--- config.mk ---
export PLATFORM = sky130hd
export DESIGN_NAME = pts_sequencer
export DESIGN_NICKNAME = d
export VERILOG_FILES = /design/src/rtl/pts_sequencer.sv
export SDC_FILE = /design/constraint.sdc
export NUM_CORES = 1
export LEC_CHECK = 0
export ABC_AREA = 1
export ABC_CLOCK_PERIOD_IN_PS = 2400
export BUFFER_PORTS_ARGS = -buffer_cell sky130_fd_sc_hd__buf_2
export CORE_MARGIN = 5
export CORE_UTILIZATION = 43
export CTS_CLUSTER_DIAMETER = 50
export DETAILED_ROUTE_END_ITERATION = 8
export GPL_TIMING_DRIVEN = 1
export PLACE_DENSITY = 0.69
export SLEW_MARGIN = 15
export SYNTH_ARGS = -nofsm -noshare
export SYNTH_HDL_FRONTEND = slang
export SYNTH_SLANG_ARGS = --single-unit
--- constraint.sdc ---
create_clock -name clk -period 2.4 [get_ports clk]
set_input_delay 0.24 -clock clk [delete_from_list [all_inputs] [get_ports clk]]
set_output_delay 0.24 -clock clk [all_outputs]
set_load 0.01 [all_outputs]
--- src/rtl/pts_sequencer.sv ---
// rtl/pts_sequencer.sv - 128-bit block to four-column converter sequencer (optional stall: PTS_SEQ_STALL_EN)
module pts_sequencer (
   input  logic         clk,
   input  logic         rst,
   input  logic         in_valid,
   output logic         in_ready,
   input  logic [127:0] in_data,
   input  logic         abort,
`ifdef PTS_SEQ_STALL_EN
   input  logic         out_ready,
`endif
   output logic         col_ld,
   output logic [7:0]   d0,
   output logic [7:0]   d1,
   output logic [7:0]   d2,
   output logic [7:0]   d3,
   output logic [1:0]   col_idx,
   output logic [1:0]   byte_idx,
   output logic         busy,
   output logic         done
);

   typedef enum logic [1:0] {
      S_IDLE = 2'd0,
      S_RUN  = 2'd1,
      S_DONE = 2'd2
   } state_t;

   state_t         state;
   state_t         state_n;
   logic [3:0]     cnt;
   logic [3:0]     cnt_n;
   logic [127:0]   blk;
   logic [127:0]   blk_n;
   logic           advance;
   logic           handshake;
   logic           col_first;
   logic           col_first_n;

`ifdef PTS_SEQ_STALL_EN
   assign advance = out_ready;
`else
   assign advance = 1'b1;
`endif

   // abort always beats a pending block; in_ready is only high in IDLE/DONE
   assign handshake = in_valid & in_ready & ~abort;

   // byte 0 is the MSB of the block, so column c starts at bit 127-32c
   function automatic logic [31:0] column_of(input logic [127:0] b, input logic [1:0] c);
      logic [31:0] w;
      case (c)
         2'd0:    w = b[127:96];
         2'd1:    w = b[95:64];
         2'd2:    w = b[63:32];
         default: w = b[31:0];
      endcase
      return w;
   endfunction

   // next-state, slot counter and block capture
   always_comb begin
      state_n = state;
      cnt_n   = cnt;
      blk_n   = blk;
      case (state)
         S_IDLE: begin
            if (handshake) begin
               blk_n   = in_data;
               cnt_n   = 4'd0;
               state_n = S_RUN;
            end
         end
         S_RUN: begin
            if (abort) begin
               cnt_n   = 4'd0;
               state_n = S_IDLE;
            end else if (advance) begin
               cnt_n = cnt + 4'd1;
               if (cnt == 4'd15) begin
                  state_n = S_DONE;
               end
            end
         end
         S_DONE: begin
            if (handshake) begin
               blk_n   = in_data;
               cnt_n   = 4'd0;
               state_n = S_RUN;
            end else begin
               state_n = S_IDLE;
            end
         end
         default: begin
            cnt_n   = 4'd0;
            state_n = S_IDLE;
         end
      endcase
   end

   assign col_first_n = (state_n == S_RUN) && (cnt_n[1:0] == 2'd0);

   // state register, counter and captured block
   always_ff @(posedge clk or negedge rst) begin
      if (!rst) begin
         state <= S_IDLE;
         cnt   <= 4'd0;
         blk   <= '0;
      end else begin
         state <= state_n;
         cnt   <= cnt_n;
         blk   <= blk_n;
      end
   end

   // registered outputs, decoded from the next state so they line up with it
   always_ff @(posedge clk or negedge rst) begin
      if (!rst) begin
         in_ready  <= 1'b0;
         busy      <= 1'b0;
         done      <= 1'b0;
         col_idx   <= 2'd0;
         byte_idx  <= 2'd0;
         col_first <= 1'b0;
         d0        <= 8'd0;
         d1        <= 8'd0;
         d2        <= 8'd0;
         d3        <= 8'd0;
      end else begin
         in_ready  <= (state_n != S_RUN);
         busy      <= (state_n == S_RUN);
         done      <= (state_n == S_DONE);
         col_idx   <= cnt_n[3:2];
         byte_idx  <= cnt_n[1:0];
         col_first <= col_first_n;
         // the column bytes change only on entry to a column's first slot and
         // are otherwise held, including across an abort or a stall
         if (col_first_n) begin
            {d0, d1, d2, d3} <= column_of(blk_n, cnt_n[3:2]);
         end
      end
   end

`ifdef PTS_SEQ_STALL_EN
   // a stalled first slot strobes the converter only once the sink is ready
   assign col_ld = col_first & out_ready;
`else
   assign col_ld = col_first;
`endif

endmodule

==> flow_metrics.env <==
export IMPL_grt_pass1_vias=6720
export IMPL_yosysMostFrequentCell="nand2_1"
export IMPL_cp_max_fo=13
export IMPL_via_per_inst=4.75
export IMPL_drt_iter0_markers=354
export IMPL_cts_max_path_buffers=2
export IMPL_fin_worst_skew_ns=0.00728
export IMPL_num_antenna_cells=0
export IMPL_pre_cts_slack_ns=0.187
export IMPL_place_congestion=0.821
export IMPL_rows=49
export IMPL_ys_flop_type="dfrtp_1"
export IMPL_path_buf_inv=1
export IMPL_cts_tree="yes"
export IMPL_routed_wl_um=20200
export IMPL_clk_pin_slew_worst_paths_ns=0.07
export IMPL_p_comb_frac=0.249
export IMPL_power_mw=9.54
export IMPL_cp_endpoint="d2[3]$_DFFE_PN0P_"
export IMPL_htree_levels=4
export IMPL_cts_buffers=17
export IMPL_fin_tns_setup_ns=0
export IMPL_nets=1291
export IMPL_clock_sinks=170
export IMPL_hp_class="input port to flop"
export IMPL_p_leak_nw=5.54
export IMPL_root_buffer="clkbuf_16"
export IMPL_rr_startpoint="cnt[1]$_DFF_PN0_"
export IMPL_path_depth=10
export IMPL_synth_edf_count=0
export IMPL_drv_slew=0
export IMPL_antenna_found_initial=2
export IMPL_ant_nets=0
export IMPL_path_delay_family="simple AND/OR/NAND/NOR gates"
export IMPL_route_detailed_drc=0
export IMPL_io_buffer_count=171
export IMPL_switching_share=0.306
export IMPL_via_count=6647
export IMPL_netlist_area_mm2=0.00771
export IMPL_pin_count=172
export IMPL_status="finished, final reports clean"
export IMPL_drive_gt1_frac=0.199
export IMPL_path_cells="ha_1 -> or2_2 -> nand3_1 -> nand2_2 -> nor2_2 -> buf_4 -> nand2_1 -> nand3_1 -> nand2_1 -> nand2_1"
export IMPL_avgSynthCellArea_um2=7.69
export IMPL_ys_top_cells_by_count="512 x nand2_1, 170 x dfrtp_1, 83 x nand3_1, 68 x nor2_1, 67 x inv_1"
export IMPL_crit_top_cell="nand2_1"
export IMPL_syn_inst=1003
export IMPL_synthArstFlopShare=1.00
export IMPL_overflow=0
export IMPL_max_stage_delay_ns=0.55
export IMPL_maxCapViolations=0
export IMPL_grt_pass1_wl_um=33100
export IMPL_relSlewSlack=0.543
export IMPL_grt_total_usage=0.202
export IMPL_power_density_mw_per_mm2=1000
export IMPL_dr_pass1_iters=5
export IMPL_fmax_mhz=451
export IMPL_critical_path_arrival_ns=2.57
export IMPL_worstMarginPinSlew_ns=0.684
export IMPL_period_share=0.924
export IMPL_rsz0062_at_grt="false"
export IMPL_initial_core_util=0.434
export IMPL_area_delta_synth_final_pct=23.8
export IMPL_hold_viol=0
export IMPL_synth_fp_nets=1136
export IMPL_yosys_area_top_type="dfrtp_1"
export IMPL_worstRegToRegCells=10
export IMPL_setup_viol=0
export IMPL_crit_path_end_kind="flop"
export IMPL_peakVddDrop_mv=0.546
export IMPL_routedWlPerCell_um=14.4
export IMPL_synth_ff_latch_count=170
export IMPL_core_area_mm2=0.0178
export IMPL_r2r_setup_slack_ns=0.18
export IMPL_ys_seq_area_frac=0.552
export IMPL_die_area_mm2=0.0207
export IMPL_die_x_um=144
export IMPL_synth_area_leaders="dfrtp_1 55%, nand2_1 25%, nand3_1 5.4%, nor2_1 3.3%, inv_1 3.3%"
export IMPL_worstSetupStartpointType="flop"
export IMPL_switchingPower_mw=2.92
export IMPL_clk_latency_ns=0.42
export IMPL_p_seq_frac=0.430
export IMPL_grt_max_degree=94
export IMPL_r2r_end="d2[3]$_DFFE_PN0P_"
export IMPL_slowest_stage="nor2_2"
export IMPL_path_class="flop to flop"
export IMPL_clockPowerShare=0.321
export IMPL_p_int_mw=6.62
export IMPL_ys_types=23
export IMPL_critPathLaunch="cnt[1]$_DFF_PN0_"
export IMPL_ys_warn_count=0
export IMPL_die_h_um=144
export IMPL_yosysTopAreaCellShare=0.552
export IMPL_dp_hpwl_um=13900
export IMPL_required_ns=2.75
export IMPL_finalWorstSetupSlack_ns=0.183
export IMPL_min_period_ns=2.22
export IMPL_cts_setup_buffers=0
==> worst min-delay path by stage <==
stage / cells past startpoint / slack, ns / from / endpoint
floorplan: 0 / -0.06 / rst / blk[0]$_DFF_PN0_
global placement: 1 / 0.26 / rst / blk[112]$_DFF_PN0_
detailed placement: 1 / 0.27 / rst / blk[110]$_DFF_PN0_
CTS: 3 / 0.02 / in_data[105] / blk[105]$_DFF_PN0_
global route: 3 / 0.04 / in_data[25] / blk[25]$_DFF_PN0_
finish: 3 / 0.04 / in_data[105] / blk[105]$_DFF_PN0_
==> through the flow <==
stage / cells / utilization / hold WS [ns] / cell area (um^2)
finish: 1400 / 0.537 / 0.0398 / 9540
global route: 1400 / 0.537 / 0.0377 / 9540
CTS: 1400 / 0.537 / 0.0245 / 9540
detailed placement: 1367 / 0.499 / 0.269 / 8870
global placement: 1367 / 0.499 / 0.258 / 8870
floorplan: 1003 / - / -0.0556 / 7710
==> worst min-delay path: stages <==
cell and delay [ns]:
buf_2 0.08, nand2_1 0.04, nand2_1 0.07
==> sequential cells by signal (all words and copies together), names as in the netlist, 2 cells and up <==
name / count
blk: 128
cnt: 2
d0: 8
d1: 8
d3: 8
d2: 8
state: 2
==> cell type report <==
class | instances | area [um^2]
clock buffers | 22 | 474
fillers | 1744 | 8240
inverters | 71 | 267
repair buffers | 191 | 1160
well taps | 229 | 287
flip-flops and latches | 170 | 4250
clock inverters | 10 | 188
multi-input cells | 707 | 2920
==> power groups by stage <==
stage / Combinational (mW) / Clock, mW / Sequential [mW]
4_1_cts: 2.42 / 3.10 / 4.10
6_report: 2.38 / 3.06 / 4.11
3_5_place_dp: 2.40 / 0 / 4.14
2_1_floorplan: 1.37 / 0 / 4.22
5_1_grt: 2.75 / 3.22 / 4.19
3_3_place_gp: 2.36 / 0 / 4.13
==> layer usage <==
metal	global-route usage	vias to the layer above	wire, um
met4	0.0614	4	359
met3	0.0453	27	1280
met5	0	-	21
met1	0.267	3060	8920
met2	0.335	190	9590
li1	-	3366	-
==> cell families (layout without fill, tap and decap cells) <==
logic type | after synthesis | after routing | share of synthesized area
buffers and inverters | 126 | 294 | 0.0729
and+or+nand+nor | 670 | 670 | 0.342
adders and majority gates | 1 | 1 | 0.00162
AOI/OAI and AO/OA | 36 | 36 | 0.0313
DFF | 170 | 170 | 0.552
==> what timing repair did <==
item | in CTS | in global routing
hold buffers | 1 | 0
endpoints found under the setup margin | 0 | 6
hold endpoints to repair | 57 | 0
resized for setup | 0 | 1
==> cells in the final DEF, fill, tap and decap left out <==
master and instances:
o21ai_1 11, clkbuf_1 2, buf_12 11, nand4_1 1
nor3_1 2, ha_1 1, inv_1 67, nor2_2 2
clkbuf_16 17, o31ai_1 1, inv_6 1, buf_2 170
o21ai_0 1, clkinv_4 1, nand2_1 510, clkbuf_8 3
buf_6 2, inv_2 4, dlygate4sd3_1 1, nand3_1 83
nand4_4 1, bufinv_16 5, nor2_4 1, or2_2 1
buf_4 7, o21ai_2 1, nand2_2 3, clkinv_2 1
a21o_1 21, nor2_1 66, a21boi_1 1, clkinvlp_4 2
dfrtp_1 170
Power figures use the tool's default switching activity.
